**src/rtl/pc_stack_unit_pkg.sv**
```systemverilog
// Shared definitions for the PC/stack unit: widths, reset vector, fetch/execute
// phase encodings, stack commands and the Q4 decode helpers.
package pc_stack_unit_pkg;

  localparam int          PC_WIDTH_DEF     = 11;
  localparam logic [10:0] RESET_VECTOR_DEF = 11'h7FF;
  localparam int          FE_STATE_BITS    = 2;
  localparam int          EX_STATE_BITS    = 4;
  localparam logic [1:0]  STK_DEPTH        = 2'd2;

  typedef enum logic [FE_STATE_BITS-1:0] {
    FE_Q1 = 2'd0,
    FE_Q2 = 2'd1,
    FE_Q3 = 2'd2,
    FE_Q4 = 2'd3
  } fe_state_e;

  typedef enum logic [EX_STATE_BITS-1:0] {
    EX_Q1       = 4'd0,
    EX_Q2       = 4'd1,
    EX_Q3       = 4'd2,
    EX_Q4_CLRF  = 4'd3,
    EX_Q4_MOVWF = 4'd4,
    EX_Q4_BXF   = 4'd5,
    EX_Q4_FSZ   = 4'd6,
    EX_Q4_BTFSX = 4'd7,
    EX_Q4_GOTO  = 4'd8,
    EX_Q4_CALL  = 4'd9,
    EX_Q4_RETLW = 4'd10,
    EX_Q4_ELSE  = 4'd11,
    EX_Q4_NOP   = 4'd12
  } ex_state_e;

  typedef enum logic [1:0] {
    STK_NOP  = 2'b00,
    STK_PUSH = 2'b01,
    STK_POP  = 2'b10
  } stk_cmd_e;

  typedef enum logic [2:0] {
    PC_SRC_HOLD = 3'd0,
    PC_SRC_INC  = 3'd1,
    PC_SRC_GOTO = 3'd2,
    PC_SRC_CALL = 3'd3,
    PC_SRC_RET  = 3'd4,
    PC_SRC_PCL  = 3'd5,
    PC_SRC_SKIP = 3'd6
  } pc_src_e;

  // Execute states in which an ALU write to PCL redirects the program counter.
  function automatic logic ex_allows_pcl(input ex_state_e s);
    logic ok;
    case (s)
      EX_Q4_ELSE, EX_Q4_MOVWF, EX_Q4_CLRF, EX_Q4_BXF: ok = 1'b1;
      default:                                        ok = 1'b0;
    endcase
    return ok;
  endfunction

  function automatic logic ex_allows_skip(input ex_state_e s);
    logic ok;
    case (s)
      EX_Q4_FSZ, EX_Q4_BTFSX: ok = 1'b1;
      default:                ok = 1'b0;
    endcase
    return ok;
  endfunction

endpackage

```
**src/rtl/pc_stack_unit_if.sv**
```systemverilog
// Control-unit to PC/stack unit bundle; the control unit is the master, the
// PC/stack unit the slave.
interface pc_stack_unit_if
  import pc_stack_unit_pkg::*;
#(
  parameter int PC_WIDTH = PC_WIDTH_DEF
) ();

  fe_state_e           fetch_state;
  ex_state_e           execute_state;
  stk_cmd_e            stack_command;
  logic [11:0]         inst_in;
  logic [1:0]          pa;
  logic                pcl_write;
  logic [7:0]          alu_result;
  logic                skip_req;
  logic [PC_WIDTH-1:0] pc_out;
  logic                flush;
  logic                stk_ovf;
  logic                stk_unf;

  modport master (
    output fetch_state, execute_state, stack_command, inst_in, pa,
           pcl_write, alu_result, skip_req,
    input  pc_out, flush, stk_ovf, stk_unf
  );

  modport slave (
    input  fetch_state, execute_state, stack_command, inst_in, pa,
           pcl_write, alu_result, skip_req,
    output pc_out, flush, stk_ovf, stk_unf
  );

endinterface

```
**src/rtl/pc_stack_unit_pic_stack.sv**
```systemverilog
// Two-entry shift-register return stack with saturating occupancy counter and
// sticky overflow/underflow flags.
module pc_stack_unit_pic_stack
  import pc_stack_unit_pkg::*;
#(
  parameter int WIDTH = PC_WIDTH_DEF
) (
  input  logic             clk,
  input  logic             rst_n,
  input  logic             i_push,
  input  logic             i_pop,
  input  logic [WIDTH-1:0] i_push_data,
  output logic [WIDTH-1:0] o_top,
  output logic             o_ovf,
  output logic             o_unf
);

  logic [WIDTH-1:0] r_s1;
  logic [WIDTH-1:0] r_s2;
  logic [1:0]       r_occ;
  logic             r_ovf;
  logic             r_unf;

  // Stack entries, occupancy and sticky error flags.
  always_ff @(posedge clk or negedge rst_n) begin
    if (!rst_n) begin
      r_s1  <= '0;
      r_s2  <= '0;
      r_occ <= 2'd0;
      r_ovf <= 1'b0;
      r_unf <= 1'b0;
    end else if (i_push) begin
      r_s2 <= r_s1;
      r_s1 <= i_push_data;
      // A full stack drops the oldest return address and stays full.
      if (r_occ == STK_DEPTH) begin
        r_ovf <= 1'b1;
      end else begin
        r_occ <= r_occ + 2'd1;
      end
    end else if (i_pop) begin
      // S2 is left in place, so repeated pops keep returning the deepest entry.
      r_s1 <= r_s2;
      if (r_occ == 2'd0) begin
        r_unf <= 1'b1;
      end else begin
        r_occ <= r_occ - 2'd1;
      end
    end else begin
      r_s1  <= r_s1;
      r_s2  <= r_s2;
      r_occ <= r_occ;
    end
  end

  assign o_top = r_s1;
  assign o_ovf = r_ovf;
  assign o_unf = r_unf;

endmodule

```
**src/rtl/pc_stack_unit.sv**
```systemverilog
// Program counter with Q1 increment, Q4 control-flow redirects (GOTO, CALL,
// RETLW, PCL write, skip) and a registered prefetch-flush pulse.
module pc_stack_unit
  import pc_stack_unit_pkg::*;
#(
  parameter int                  PC_WIDTH     = PC_WIDTH_DEF,
  parameter logic [PC_WIDTH-1:0] RESET_VECTOR = PC_WIDTH'(RESET_VECTOR_DEF)
) (
  input  logic           clk,
  input  logic           rst_n,
  pc_stack_unit_if.slave bus
);

  logic [PC_WIDTH-1:0] r_pc;
  logic                r_flush;
  logic [PC_WIDTH-1:0] w_pc_next;
  logic [PC_WIDTH-1:0] w_stack_top;
  logic                w_flush_next;
  logic                w_push;
  logic                w_pop;
  logic                w_ovf;
  logic                w_unf;
  pc_src_e             w_src;
  logic                w_unused;

  // Select the PC source; the if-chain order encodes the Q4 priority.
  always_comb begin
    w_src  = PC_SRC_HOLD;
    w_push = 1'b0;
    w_pop  = 1'b0;
    if (bus.fetch_state == FE_Q1) begin
      w_src = PC_SRC_INC;
    end else if (bus.execute_state == EX_Q4_GOTO) begin
      w_src = PC_SRC_GOTO;
    end else if ((bus.execute_state == EX_Q4_CALL) && (bus.stack_command == STK_PUSH)) begin
      w_src  = PC_SRC_CALL;
      w_push = 1'b1;
    end else if ((bus.execute_state == EX_Q4_RETLW) && (bus.stack_command == STK_POP)) begin
      w_src = PC_SRC_RET;
      w_pop = 1'b1;
    end else if (bus.pcl_write && ex_allows_pcl(bus.execute_state)) begin
      w_src = PC_SRC_PCL;
    end else if (bus.skip_req && ex_allows_skip(bus.execute_state)) begin
      w_src = PC_SRC_SKIP;
    end else begin
      w_src = PC_SRC_HOLD;
    end
  end

  // Next PC value and whether the prefetched word must be discarded.
  always_comb begin
    w_pc_next    = r_pc;
    w_flush_next = 1'b0;
    case (w_src)
      PC_SRC_INC: begin
        w_pc_next = r_pc + PC_WIDTH'(1);
      end
      PC_SRC_GOTO: begin
        w_pc_next    = PC_WIDTH'({bus.pa, bus.inst_in[8:0]});
        w_flush_next = 1'b1;
      end
      PC_SRC_CALL: begin
        w_pc_next    = PC_WIDTH'({bus.pa, 1'b0, bus.inst_in[7:0]});
        w_flush_next = 1'b1;
      end
      PC_SRC_RET: begin
        w_pc_next    = w_stack_top;
        w_flush_next = 1'b1;
      end
      PC_SRC_PCL: begin
        w_pc_next    = PC_WIDTH'({bus.pa, 1'b0, bus.alu_result});
        w_flush_next = 1'b1;
      end
      PC_SRC_SKIP: begin
        w_pc_next    = r_pc;
        w_flush_next = 1'b1;
      end
      default: begin
        w_pc_next    = r_pc;
        w_flush_next = 1'b0;
      end
    endcase
  end

  // Program counter and flush pulse registers.
  always_ff @(posedge clk or negedge rst_n) begin
    if (!rst_n) begin
      r_pc    <= RESET_VECTOR;
      r_flush <= 1'b0;
    end else begin
      r_pc    <= w_pc_next;
      r_flush <= w_flush_next;
    end
  end

  pc_stack_unit_pic_stack #(
    .WIDTH (PC_WIDTH)
  ) u_stack (
    .clk         (clk),
    .rst_n       (rst_n),
    .i_push      (w_push),
    .i_pop       (w_pop),
    .i_push_data (r_pc),
    .o_top       (w_stack_top),
    .o_ovf       (w_ovf),
    .o_unf       (w_unf)
  );

  assign bus.pc_out  = r_pc;
  assign bus.flush   = r_flush;
  assign bus.stk_ovf = w_ovf;
  assign bus.stk_unf = w_unf;

  // Opcode bits above the 9-bit GOTO literal carry no address information.
  assign w_unused = ^bus.inst_in[11:9];

endmodule

```
**src/flat_wrapper.sv**
```systemverilog
// flat-port wrapper written by rule: the top's interface ports become plain ports
module pc_stack_unit_flat import pc_stack_unit_pkg::*;
#(
  parameter int                  PC_WIDTH     = PC_WIDTH_DEF,
  parameter logic [PC_WIDTH-1:0] RESET_VECTOR = PC_WIDTH'(RESET_VECTOR_DEF)
)
  (clk, rst_n, bus_fetch_state, bus_execute_state, bus_stack_command, bus_inst_in, bus_pa, bus_pcl_write, bus_alu_result, bus_skip_req, bus_pc_out, bus_flush, bus_stk_ovf, bus_stk_unf);
  pc_stack_unit_if #(.PC_WIDTH(PC_WIDTH)) bus_i ();
  input  logic clk;
  input  logic rst_n;
  input wire logic [$bits(bus_i.fetch_state)-1:0] bus_fetch_state;
  input wire logic [$bits(bus_i.execute_state)-1:0] bus_execute_state;
  input wire logic [$bits(bus_i.stack_command)-1:0] bus_stack_command;
  input wire logic [$bits(bus_i.inst_in)-1:0] bus_inst_in;
  input wire logic [$bits(bus_i.pa)-1:0] bus_pa;
  input wire logic [$bits(bus_i.pcl_write)-1:0] bus_pcl_write;
  input wire logic [$bits(bus_i.alu_result)-1:0] bus_alu_result;
  input wire logic [$bits(bus_i.skip_req)-1:0] bus_skip_req;
  output wire logic [$bits(bus_i.pc_out)-1:0] bus_pc_out;
  output wire logic [$bits(bus_i.flush)-1:0] bus_flush;
  output wire logic [$bits(bus_i.stk_ovf)-1:0] bus_stk_ovf;
  output wire logic [$bits(bus_i.stk_unf)-1:0] bus_stk_unf;
  assign bus_i.fetch_state = bus_fetch_state;
  assign bus_i.execute_state = bus_execute_state;
  assign bus_i.stack_command = bus_stack_command;
  assign bus_i.inst_in = bus_inst_in;
  assign bus_i.pa = bus_pa;
  assign bus_i.pcl_write = bus_pcl_write;
  assign bus_i.alu_result = bus_alu_result;
  assign bus_i.skip_req = bus_skip_req;
  assign bus_pc_out = bus_i.pc_out;
  assign bus_flush = bus_i.flush;
  assign bus_stk_ovf = bus_i.stk_ovf;
  assign bus_stk_unf = bus_i.stk_unf;
  pc_stack_unit #(.PC_WIDTH(PC_WIDTH), .RESET_VECTOR(RESET_VECTOR)) u_core (.clk(clk), .rst_n(rst_n), .bus(bus_i));
endmodule
```
**config.mk**
```make
export PLATFORM = sky130hd
export DESIGN_NAME = pc_stack_unit_flat
export DESIGN_NICKNAME = d
export VERILOG_FILES = /design/src/rtl/pc_stack_unit_pkg.sv /design/src/rtl/pc_stack_unit_if.sv /design/src/rtl/pc_stack_unit_pic_stack.sv /design/src/rtl/pc_stack_unit.sv /design/src/flat_wrapper.sv
export SDC_FILE = /design/constraint.sdc
export NUM_CORES = 1
export LEC_CHECK = 0
export BUFFER_PORTS_ARGS = -buffer_cell sky130_fd_sc_hd__buf_2
export CORE_MARGIN = 2
export CORE_UTILIZATION = 48
export DETAILED_ROUTE_END_ITERATION = 7
export PLACE_DENSITY_LB_ADDON = 0.12
export SETUP_SLACK_MARGIN = 0.1
export SLEW_MARGIN = 20
export SYNTH_ARGS = -nofsm -noshare
export SYNTH_HDL_FRONTEND = slang
export SYNTH_SLANG_ARGS = --single-unit
```
**constraint.sdc**
```tcl
create_clock -name clk -period 1.6 [get_ports clk]
set_clock_uncertainty 0.1 [all_clocks]
set_input_delay 0.32 -clock clk [delete_from_list [all_inputs] [get_ports clk]]
set_output_delay 0.32 -clock clk [all_outputs]
set_load 0.02 [all_outputs]
```
# Word-level counts from Yosys, hierarchy flattened
# Index checks and enable logic that the tools add are counted.
# word_totals
regBits	38
# classes
add_sub_neg	3
eq_ne	20
muxes	32
bitwise	1
reduce_logical	14
# op_table
operator	n
one-hot mux 11 bit (5 select lines)	1
2-to-1 mux 11 bit	2
2-to-1 mux 1 bit	19
2-to-1 mux 3 bit	6
== test 4 x 3 -> 1 bit (second input constant)	4
== test 4 bit (second input constant)	4
adder 11 x 1 -> 11 bit (second input constant)	1
== test 3 bit (second input constant)	3
2-to-1 mux 2 bit	4
== test 3 x 2 -> 1 bit (second input constant)	2
AND reduction 3 bit	2
nonzero test 5 bit	1
OR reduction 5 bit	1
== test 2 bit (second input constant)	2
== test 4 x 2 -> 1 bit (second input constant)	1
logical AND 1 bit	4
zero test 2 bit	2
inequality test 2 bit (second input constant)	2
OR reduction 4 bit	1
== test 3 x 1 -> 1 bit (second input constant)	1
adder 2 x 1 -> 2 bit (second input constant)	1
== test 2 x 1 -> 1 bit (second input constant)	1
AND reduction 2 bit	1
nonzero test 2 bit	1
3 further kinds	3

# Longest topological paths before layout
# depth
word_depth	23
depth_mapped	7
depth_no_buf	6

# Hierarchy
# From an unflattened synthesis, not the netlist that was laid out.
# hier_totals
cells_unflattened	211
hier_area_um2	2142.1
# modules_own_cells
mod	n_inst	cells_each	area_per_inst_um2	seq_area_each_um2
pc_stack_unit_pic_stack	1	89	1092.3	650.6
pc_stack_unit	1	122	1049.8	314.1

# Worst setup path after synthesis
# OpenSTA, ideal clock, no wires.
# synth_timing
path_kind	input to register
from	input bus_execute_state[2]
to	register u_core.u_stack.r_s2[6]
arrival_ns	1.694
t_required_ns	1.375
setup_slack_ns	-0.319
stages	5
cell_sequence	or3b_1 > buf_2 > nor3_4 > buf_6 > mux2_2
# synth_between
elab_chain_len	5
# synth_lines
item	line_no	text
start, declared	flat_wrapper.sv:12	input wire logic [$bits(bus_i.execute_state)-1:0] bus_execute_state;
== test 4 bit	pc_stack_unit.sv:35	end else if ((bus.execute_state == EX_Q4_CALL) && (bus.stack_command == STK_PUSH)) begin
logical AND 1 bit	pc_stack_unit.sv:35	
2-to-1 mux 1 bit	pc_stack_unit.sv:35	
2-to-1 mux 1 bit (*)	pc_stack_unit.sv:33	end else if (bus.execute_state == EX_Q4_GOTO) begin
2-to-1 mux 1 bit (*)	pc_stack_unit.sv:31	if (bus.fetch_state == FE_Q1) begin
end signal, assigned	pc_stack_unit_pic_stack.sv:33	r_s2 <= r_s1;
end signal, assigned	pc_stack_unit_pic_stack.sv:51	r_s2 <= r_s2;
end, declared	pc_stack_unit_pic_stack.sv:19	logic [WIDTH-1:0] r_s2;
# Mark *: on every way between the ends. The rest lies on a longest branch, timed or not.
# A chain may end at the register's enable or synchronous reset.

# Worst setup path in the final report
# layout_timing
from	input bus_execute_state[2]
to	register u_core.u_stack.r_s2[2]
# Same word-level chain as after synthesis.

==> summary by stage <==
Status
The flow ran to the end, but the final reports show violations. The checks that failed: negative setup slack.

Worst setup path
In this run the worst setup path begins at bus_execute_state[2]. Data on the critical path is required at its endpoint by approximately 1700 ps. The reg-to-reg critical path startpoint is u_core.bus.pc_out[1]$_DFFE_PN1P_. At the worst endpoint, the arrival time is ~1800 ps. The endpoint kind of the worst setup timing path is a flip-flop. Counting stages on the worst path, the most repeated cell is sky130_fd_sc_hd__buf_6. The critical path class is in -> reg. In this run the worst path has a maximum fanout of 5. The slowest stage of the critical path belongs to the cell sky130_fd_sc_hd__or3b_4. Counting both buffers and inverters, the worst setup path holds a total of 4.

The signal on the critical path passes through buf_8 > or3b_4 > buf_6 > nor3_4 > buf_4 > buf_6 > mux2_4. STA classifies the critical path startpoint as an input pin. The largest single stage delay on the critical path is about 400 ps. Broken down by cell family, the worst path's largest delay share belongs to simple AND/OR/NAND/NOR gates.

Die
After floorplanning, the core was divided into 24 placement rows. After floorplanning, the core was sized to cover approximately 4300 sq um. In this run the horizontal extent of the chip is ~70 um. In this run the vertical extent of the chip is 70.3 um. The floorplan die area is between 4000 and 5000 sq um. 48 I/O pins were placed. Once the floorplan was initialized, standard cells occupied approximately half of the core.

Yosys
The post-synthesis register bit count is 38. In the synthesized netlist the async set-or-reset flop fraction comes to 100%. In the post-synthesis netlist, the biggest area contributors are sky130_fd_sc_hd__dfrtp_1, sky130_fd_sc_hd__dfstp_2, sky130_fd_sc_hd__mux2i_1. The net count of the mapped netlist is roughly 240. The share of the yosys chip area belonging to registers is a little under half. Ranked by instance count, the synthesized netlist is headed by sky130_fd_sc_hd__dfrtp_1, sky130_fd_sc_hd__nand2_1, sky130_fd_sc_hd__nor2_1. The most used flip-flop cell after synthesis is sky130_fd_sc_hd__dfrtp_1. Yosys instantiated no cell more often than sky130_fd_sc_hd__dfrtp_1. The share of synthesized area in the top cell type comes to approximately 32%. The Yosys warning count is 0. The post-synthesis cell type count is 51. The largest area contributor in the netlist is sky130_fd_sc_hd__dfrtp_1. The mapped netlist covers 2110 sq um. Synthesis produced a netlist whose cell count is around 200.

The mean cell area of the mapped netlist is ~10 sq um. Yosys mapped a number of flops with a built-in enable equal to 0.

Pwr
The static leakage power is approximately 1.6 nW. The worst vdd rail ir drop is 0.696 mV. The design draws 3.14 mW.

In this run the power density over the cells is around 910 nW/um^2.

Placed design
Once detailed placement completed, the half-perimeter wirelength came to roughly 4200 um. After detailed placement, the design holds a cell count of roughly 330. The number of I/O port buffers is between 40 and 50.

Routability-driven placement finished with a final weighted congestion of 0.826.

Clocking
Clock latency on the worst-skew pair, taken at its later pin, is 300 ps. The H-tree was split into 2 levels. Counting along the longest clock path gives a buffer depth of 2. TritonCTS created 5 clock buffers. TritonCTS built the clock tree. The tree built by TritonCTS fans out to 38 sinks. The root buffer cell chosen for the clock tree is sky130_fd_sc_hd__clkbuf_8.

The clock transition at the registers of the reported paths is roughly 80 ps.

Final layout
The number of inserted diodes is 0. The share of final-layout standard cells stronger than drive strength 1 is 60.3%. The filler cell count in the final layout is ~250. From synthesis to final layout, the design area changed by 64.1%.

Excluding fillers, the count of instances in the completed layout stands at between 300 and 400. The number of nets in the finished design is around 350.

Timing
The final-report hold violation count came to 0. The count of pins over their slew limit came to 0. Setup repair after global routing could not meet its margin everywhere. The final hold slack is about 180 ps. The final count of negative-setup-slack endpoints is 34.

The post-route setup TNS is -2800 ps. The portion of the clock cycle consumed by the worst path in the final layout is 109%. The headroom to the max-slew limit is between 70% and 80%. Timing would allow up to roughly 570 MHz.

The actual slew at the worst max-slew pin is between 400 and 500 ps. After layout, the minimum clock period comes to 1740 ps. The final setup slack of the worst path is -143 ps.

Global routing
The pin count of the biggest net entering global routing is 25. The initial antenna violation count is 0. The number of global-route vias before repair was about 2200. After global routing the overflow that remains totals 0. The first-pass GRT wire length is between 10000 and 15000 um.

Across every metal layer, demand over resource in global routing totals roughly 28%.

Drt
The iteration-0 DRC count of the detailed router is 151. The post-detailed-route via-to-cell ratio is ~5.9. The remaining antenna violation count after routing is 0. The detailed router placed approximately 2200 vias in this run. The remaining design rule violation count is 0. For this block, the routed nets add up to 6650 um of wire. The per-cell routed wire length is 18.0 um. The total iterations of the first detailed-routing run is 4.

Flow run
Across the run, the number of max-cap violations was 0.

Worst hold path
In this run the most critical hold path is launched from bus_alu_result[6]. The worst hold path belongs to the class in -> reg.
worst register-to-register path: cells and delay by family, from the launching register on:
kind	cells	cell delay, ps
AOI/OAI and AO/OA	2	240
adders and majority gates	1	150
DFF	1	600
and+or+nand+nor	3	480
sequential cells by signal (all words and copies together), names as in the netlist:
signal / count
u_core.bus.flush: 1
u_core.bus.pc_out: 11
u_core.u_stack.o_ovf: 1
u_core.u_stack.o_top: 11
u_core.u_stack.o_unf: 1
u_core.u_stack.r_occ: 2
u_core.u_stack.r_s2: 11
stage by stage:
step	worst slack [ps]	area, sq um	util [%]
2_1_floorplan	-246	2170	-
5_1_grt	-222	3460	80.7
6_report	-143	3460	80.7
3_5_place_dp	-418	2780	64.7
3_3_place_gp	-372	2780	64.7
4_1_cts	-55.2	3260	76.0
logic make-up (layout without fill, tap and decap cells):
logic type / Yosys count / in the layout / share of synthesized area, %
simple gates: 67 / 67 / 17.0
compound gates: 58 / 58 / 20.3
flops: 38 / 38 / 45.7
mux: 24 / 24 / 12.0
buf+inv: 15 / 128 / 3.97
fa+ha+maj: 1 / 1 / 0.593
xor+xnor: 1 / 1 / 0.415
layout make-up:
| type | count | area [sq um] | share of cell area [%] |
|---|---|---|---|
| multi-input combinational | 151 | 1280 | 37.0 |
| timing repair buffer | 118 | 1050 | 30.3 |
| sequential | 38 | 965 | 27.9 |
| clock buffer | 6 | 82.6 | 2.38 |
| tap | 52 | 65.1 | 1.88 |
| clock inverter | 2 | 12.5 | 0.361 |
| inverter | 2 | 7.51 | 0.217 |
cell usage in the layout (no fill, tap or decap), drive strengths merged, types with 2 or more instances in the layout:
master,n
buf,116
dfrtp,27
nand2,18
o21ai,16
nor2,15
mux2i,13
mux2,11
dfstp,11
clkbuf,7
nand3,6
a21oi,6
a222oi,5
and3,5
a211oi,5
a31oi,4
nor3,4
nand4,3
o22a,3
and4,3
a31o,3
a22oi,3
a221oi,3
nor2b,2
inv,2
a21o,2
o2111a,2
or3b,2
where the power goes:
part / total, mW / internal [mW] / switching [mW]
clock: 0.710 / 0.347 / 0.363
sequential: 1.29 / 1.15 / 0.145
combinational: 1.14 / 0.626 / 0.517
total: 3.14 / 2.12 / 1.03
layer usage:
metal / up-vias / global-route usage [%] / part of all wire (%)
li1: 1007 / - / -
met1: 1088 / 35.2 / 42
met2: 65 / 48.3 / 51
met3: 12 / 4.76 / 4.5
met4: 0 / 9.83 / 1.6
met5: - / 0 / 0
final timing paths:
kind / end / slack (ps) / depth (start not counted)
min in group asynchronous: u_core.u_stack.o_top[8]$_DFFE_PN0P_ / 370 / 2
worst min register to register: u_core.u_stack.o_unf$_DFFE_PN0P_ / 360 / 1
worst max-delay path: u_core.u_stack.r_s2[2]$_DFFE_PN0P_ / -140 / 7
max in group asynchronous: u_core.bus.pc_out[2]$_DFFE_PN1P_ / 490 / 3
worst min-delay path: u_core.bus.pc_out[6]$_DFFE_PN1P_ / 180 / 3
worst max register to register: u_core.bus.pc_out[10]$_DFFE_PN1P_ / -50 / 6
what timing repair did:
item,CTS,global route
gates resized for setup,70,32
buffers inserted,14,12
pin swaps,20,12
gates cloned,2,1
hold buffers,1,0
endpoints found under the hold margin,9,0
endpoints found under the setup margin,37,46
Power figures use the tool's default switching activity.
